**src/rtl/dnn_mlp_engine.sv**
```systemverilog
// Time-multiplexed two-layer perceptron built around one shared signed MAC.
// Jobs enter and results leave over valid/ready handshakes.
module dnn_mlp_engine #(
   parameter int N_IN  = 4,
   parameter int N_HID = 4,
   parameter int N_OUT = 2,
   parameter int DW    = 5,
   parameter int RELU  = 1,
   localparam int HW   = 2*DW+$clog2(N_IN),
   localparam int OW   = HW+DW+$clog2(N_HID)
) (
   input  logic                    clk,
   input  logic                    rst_n,
   input  logic                    in_valid,
   output logic                    in_ready,
   input  logic [N_IN*DW-1:0]      x_flat,
   input  logic [N_IN*N_HID*DW-1:0] w1_flat,
   input  logic [N_HID*N_OUT*DW-1:0] w2_flat,
   output logic                    out_valid,
   input  logic                    out_ready,
   output logic [N_OUT*OW-1:0]     y_flat,
   output logic                    busy
);

   localparam int IW = (N_IN  > 1) ? $clog2(N_IN)  : 1;
   localparam int HC = (N_HID > 1) ? $clog2(N_HID) : 1;
   localparam int OC = (N_OUT > 1) ? $clog2(N_OUT) : 1;

   typedef enum logic [1:0] {IDLE, L1, L2, DONE} state_t;

   state_t                      state_q, state_d;
   logic [N_IN*DW-1:0]          x_q, x_d;
   logic [N_IN*N_HID*DW-1:0]    w1_q, w1_d;
   logic [N_HID*N_OUT*DW-1:0]   w2_q, w2_d;
   logic [N_HID*HW-1:0]         hid_q, hid_d;
   logic [N_OUT*OW-1:0]         y_q, y_d;
   logic signed [OW-1:0]        acc_q, acc_d;
   logic [IW-1:0]               i_q, i_d;
   logic [HC-1:0]               h_q, h_d;
   logic [OC-1:0]               o_q, o_d;

   logic signed [DW-1:0]        xs;
   logic signed [DW-1:0]        ws;
   logic signed [HW-1:0]        as;
   logic signed [HW+DW-1:0]     prod;
   logic signed [OW-1:0]        sum;
   logic [HW-1:0]               act;

   // Operand mux: layer 1 feeds x/w1, layer 2 feeds hidden/w2.
   always_comb begin
      xs = x_q[i_q*DW +: DW];
      as = HW'(xs);
      ws = w1_q[(h_q*N_IN+i_q)*DW +: DW];
      if (state_q == L2) begin
         as = hid_q[h_q*HW +: HW];
         ws = w2_q[(o_q*N_HID+h_q)*DW +: DW];
      end
      prod = (HW+DW)'(as) * (HW+DW)'(ws);
      sum  = acc_q + OW'(prod);
      act  = sum[HW-1:0];
      if (RELU != 0 && sum[OW-1]) act = '0;
   end

   always_comb begin
      state_d = state_q;
      x_d     = x_q;
      w1_d    = w1_q;
      w2_d    = w2_q;
      hid_d   = hid_q;
      y_d     = y_q;
      acc_d   = acc_q;
      i_d     = i_q;
      h_d     = h_q;
      o_d     = o_q;
      unique case (state_q)
         IDLE: begin
            if (in_valid) begin
               x_d     = x_flat;
               w1_d    = w1_flat;
               w2_d    = w2_flat;
               acc_d   = '0;
               i_d     = '0;
               h_d     = '0;
               o_d     = '0;
               state_d = L1;
            end
         end
         L1: begin
            if (i_q == IW'(N_IN-1)) begin
               hid_d[h_q*HW +: HW] = act;
               acc_d = '0;
               i_d   = '0;
               if (h_q == HC'(N_HID-1)) begin
                  h_d     = '0;
                  o_d     = '0;
                  state_d = L2;
               end else begin
                  h_d = h_q + HC'(1);
               end
            end else begin
               acc_d = sum;
               i_d   = i_q + IW'(1);
            end
         end
         L2: begin
            if (h_q == HC'(N_HID-1)) begin
               y_d[o_q*OW +: OW] = sum;
               acc_d = '0;
               h_d   = '0;
               if (o_q == OC'(N_OUT-1)) state_d = DONE;
               else o_d = o_q + OC'(1);
            end else begin
               acc_d = sum;
               h_d   = h_q + HC'(1);
            end
         end
         DONE: begin
            if (out_ready) state_d = IDLE;
         end
         default: state_d = IDLE;
      endcase
   end

   always_ff @(posedge clk or negedge rst_n) begin
      if (!rst_n) begin
         state_q <= IDLE;
         x_q     <= '0;
         w1_q    <= '0;
         w2_q    <= '0;
         hid_q   <= '0;
         y_q     <= '0;
         acc_q   <= '0;
         i_q     <= '0;
         h_q     <= '0;
         o_q     <= '0;
      end else begin
         state_q <= state_d;
         x_q     <= x_d;
         w1_q    <= w1_d;
         w2_q    <= w2_d;
         hid_q   <= hid_d;
         y_q     <= y_d;
         acc_q   <= acc_d;
         i_q     <= i_d;
         h_q     <= h_d;
         o_q     <= o_d;
      end
   end

   assign in_ready  = (state_q == IDLE);
   assign out_valid = (state_q == DONE);
   assign busy      = (state_q == L1) || (state_q == L2);
   assign y_flat    = y_q;

endmodule

```
**config.mk**
```make
export PLATFORM = sky130hd
export DESIGN_NAME = dnn_mlp_engine
export DESIGN_NICKNAME = d
export VERILOG_FILES = /design/src/rtl/dnn_mlp_engine.sv
export SDC_FILE = /design/constraint.sdc
export NUM_CORES = 1
export LEC_CHECK = 0
export CORE_MARGIN = 4
export CORE_UTILIZATION = 35
export CTS_CLUSTER_DIAMETER = 60
export DETAILED_ROUTE_END_ITERATION = 8
export DONT_BUFFER_PORTS = 1
export PLACE_DENSITY = 0.6
export SLEW_MARGIN = 30
export SYNTH_ARGS = -nofsm -noshare
export SYNTH_HDL_FRONTEND = slang
export SYNTH_SLANG_ARGS = --single-unit
```
**constraint.sdc**
```tcl
create_clock -name clk -period 8.64 [get_ports clk]
set_clock_uncertainty 0.1 [all_clocks]
set_input_delay 2.16 -clock clk [delete_from_list [all_inputs] [get_ports clk]]
set_output_delay 2.16 -clock clk [all_outputs]
set_load 0.1 [all_outputs]
```
==> results.md <==
* Tightest Pin Transition at 0.976 ns
* Cts repair resizes at 0
* Post-route fraction of the period consumed by the critical path at 87.3%
* Max-cap violations at 0
* Nets@finish at 1,326
* Syn_area_per_cell at 12.6 um^2
* Startpoint type of the worst setup path: flip-flop
* Number of storage elements in the synthesis netlist at 252
* Top cells by area in the synthesized netlist: sky130_fd_sc_hd__dfrtp_1 46%, sky130_fd_sc_hd__mux2_2 12%, sky130_fd_sc_hd__fa_1 8.6%
* CTS tree: built
* Post-synth EDFFs at 0
* Yosys warning total at 0
* Shortest clock period the worst path allows after layout at 7.54 ns
* Via count of the first global-routing pass at 9,061
* Maximum buffer depth of the clock tree at 3
* Register area share after synthesis at 46.0%
* Clock-pin slew of the registers on the worst-case setup and hold paths at 0.06 ns
* Startpoint of the most critical hold path: hid_q[15]
* Endpoint type of the worst setup path: flip-flop
* Post-route insts no fill at 1,615
* Area leader, netlist: sky130_fd_sc_hd__dfrtp_1
* Post-detail-place hpwl at 25,300 um
* Pin count of the biggest net entering global routing at 253
* Top FF cell, synth: sky130_fd_sc_hd__dfrtp_1
* Most used standard cell by instance count after synthesis: sky130_fd_sc_hd__dfrtp_1
* Number of max-slew violations in the final report at 0
* Fraction of synthesized cell area taken by the top area cell type at 46.0%
* Slack of the worst reg-to-reg path at 1.10 ns
* Vias/cell at 5.30
* Count of mapped cells out of synthesis at 1,091
* Yosys cell types at 50
* RSZ-0062 raised after global routing: no
* Worst reg2reg path endpoint: hid_q[39]
* Wire length of the first global-routing pass at 53,500 um
* Clk_lat worst skew at 0.59 ns
* Run status: complete, no violations
* Detailed-routing iteration count for the pre-antenna-repair pass at 5
* Routed wire length on met2 at 15,900 um
* Total gr overflow at 0
* Core footprint at 38,700 um^2
* Number of design rule violations left after detail routing at 0
* Layout Area Growth over Synthesis at 11.0%
* Routed WL at 34,100 um
* Number of I/O pins at 185
* Gr usage total at 16.0%
* Uppermost layer routed: met5
* Type of the worst setup path: reg2reg
* Width of the die at 206 um
* Number of cells on the worst hold path at 2
* Vias at 8,565
* Top cells by count, synth: 252 x sky130_fd_sc_hd__dfrtp_1, 148 x sky130_fd_sc_hd__mux2_2, 109 x sky130_fd_sc_hd__nand2_1, 88 x sky130_fd_sc_hd__o21ai_0, 67 x sky130_fd_sc_hd__nor2_1
* Routability congestion estimate at 0.916
* Count of clock tree sinks at 252
* Share of flip-flops with an asynchronous set or reset after synthesis at 100%
* Area of the die at 42,400 um^2
* Post-CTS setup buffers at 0
* CP Data Required Time at 8.98 ns
* Initial Utilization at 35.4%
* Overall die height at 206 um
* Worst hold path endpoint: hid_q[15]
* IO Port Bufs at 0
* Max-Slew Margin vs Limit at 35.0%
* Initial antenna violation count at 9
* Arrival time of the worst setup path at 7.88 ns
* Met3 WL post-DR at 2820 um
* Number of filler cells placed in the layout at 3,752
* Number of rows created at floorplan at 72
* Met1 Wirelength at 14,500 um
* Count of endpoints failing setup in the final report at 0
* Cell count of the worst reg-to-reg path at 19
* Critical Path Fanout Max at 17
* Total placed cells including tap cells at 1,558
* Fin. Hold Viols at 0
* Number of buffers created by CTS at 30
* Drt first-iter violations at 579
* Startpoint of the worst-slack reg-to-reg timing path: i_q[1]
* Post-DR wirelength/cell at 21.1 um
* Htree depth at 1
* Root buffer cell: sky130_fd_sc_hd__clkbuf_16
* Mapped Area at 13,700 um^2
* Nets in the synthesized netlist at 1,344
* Hold buffer count at CTS at 0
* Setup tns final at 0 ns
* Number of nets with antenna violations after detailed routing at 0
* Maximum achievable frequency at 133 MHz
* Proportion of layout cells with a drive suffix above 1 at 24.5%
* Worst min path class: reg2reg
layout make-up:
class                   instances  area (um^2)  area share [%]
diodes                          2         5.00          0.0329
clock buffers                  43          840            5.51
clock inverters                11          173            1.13
inverters                      28          105           0.690
multi-input cells             749         7040            46.2
flip-flops and latches        252         6310            41.4
well taps                     518          648            4.26
repair buffers                 12          110           0.723
layer usage:
layer / global-route usage (%) / vias to the layer above
met5: 0 / -
met2: 25.5 / 265
met4: 3.92 / 12
li1: - / 3871
met1: 21.2 / 4354
met3: 5.59 / 63
worst max-delay path: stages, from the launching register on:
cell and delay [ns]:
sky130_fd_sc_hd__dfrtp_1 0.81, sky130_fd_sc_hd__buf_4 0.34, sky130_fd_sc_hd__mux4_2 0.34, sky130_fd_sc_hd__mux4_2 0.46, sky130_fd_sc_hd__a21oi_1 0.73, sky130_fd_sc_hd__inv_1 0.26, sky130_fd_sc_hd__nand2_1 0.16, sky130_fd_sc_hd__fa_1 0.42
sky130_fd_sc_hd__fa_1 0.55, sky130_fd_sc_hd__inv_1 0.06, sky130_fd_sc_hd__fa_1 0.49, sky130_fd_sc_hd__fa_1 0.40, sky130_fd_sc_hd__ha_1 0.35, sky130_fd_sc_hd__nor2b_1 0.17, sky130_fd_sc_hd__o31a_1 0.28, sky130_fd_sc_hd__o41ai_2 0.38
sky130_fd_sc_hd__o21bai_1 0.16, sky130_fd_sc_hd__xnor2_2 0.46, sky130_fd_sc_hd__o21ai_0 0.18, sky130_fd_sc_hd__a32o_1 0.26
per-stage QoR:
step / utilization, % / hold WS [ns] / instance area (um^2) / worst slack, ns
4_1_cts: 39.2 / 0.385 / 15200 / 0.977
3_5_place_dp: 36.6 / 0.370 / 14200 / 1.06
6_report: 39.3 / 0.381 / 15200 / 1.10
2_1_floorplan: - / 0.343 / 13700 / 2.50
5_1_grt: 39.3 / 0.406 / 15200 / 0.525
3_3_place_gp: 36.6 / 0.357 / 14200 / 1.26
logic make-up after synthesis:
| family | synth area share, % |
|---|---|
| flops | 46.0 |
| simple gates | 6.91 |
| mux | 21.3 |
| compound gates | 8.27 |
| fa+ha+maj | 13.2 |
| buf+inv | 2.79 |
| xor+xnor | 1.52 |
placed cells by master (no fill, tap or decap), types with 10 or more instances in the layout:
master / synthesis / layout
sky130_fd_sc_hd__dfrtp_1: 252 / 250
sky130_fd_sc_hd__mux2_2: 148 / 148
sky130_fd_sc_hd__nand2_1: 109 / 108
sky130_fd_sc_hd__o21ai_0: 88 / 88
sky130_fd_sc_hd__nor2_1: 67 / 67
sky130_fd_sc_hd__fa_1: 59 / 59
sky130_fd_sc_hd__mux4_2: 52 / 52
sky130_fd_sc_hd__ha_1: 50 / 48
sky130_fd_sc_hd__a21oi_1: 30 / 30
sky130_fd_sc_hd__clkbuf_16: 0 / 30
sky130_fd_sc_hd__inv_1: 27 / 27
sky130_fd_sc_hd__a22o_1: 16 / 16
sky130_fd_sc_hd__xnor2_1: 12 / 12
sky130_fd_sc_hd__buf_4: 4 / 11
sky130_fd_sc_hd__xor2_1: 10 / 10
sky130_fd_sc_hd__nand3_1: 10 / 10
registers in the layout, indices dropped and copies added (netlist names):
| name | flops |
|---|---|
| x_q | 20 |
| hid_q | 48 |
| y_flat | 38 |
| acc_q | 19 |
| w1_q | 80 |
| i_q | 2 |
| state_q | 2 |
| o_q | 1 |
| w2_q | 40 |
| h_q | 2 |
worst max-delay path by stage:
stage / startpoint / to
2_1_floorplan: i_q[1] / hid_q[39]
3_3_place_gp: i_q[1] / hid_q[45]
3_5_place_dp: i_q[1] / hid_q[39]
4_1_cts: i_q[1] / hid_q[39]
5_1_grt: i_q[1] / hid_q[44]
6_report: i_q[1] / hid_q[39]
Power is not shown: default switching activity piles up to over one toggle a cycle in this logic, so the estimate is an artifact.
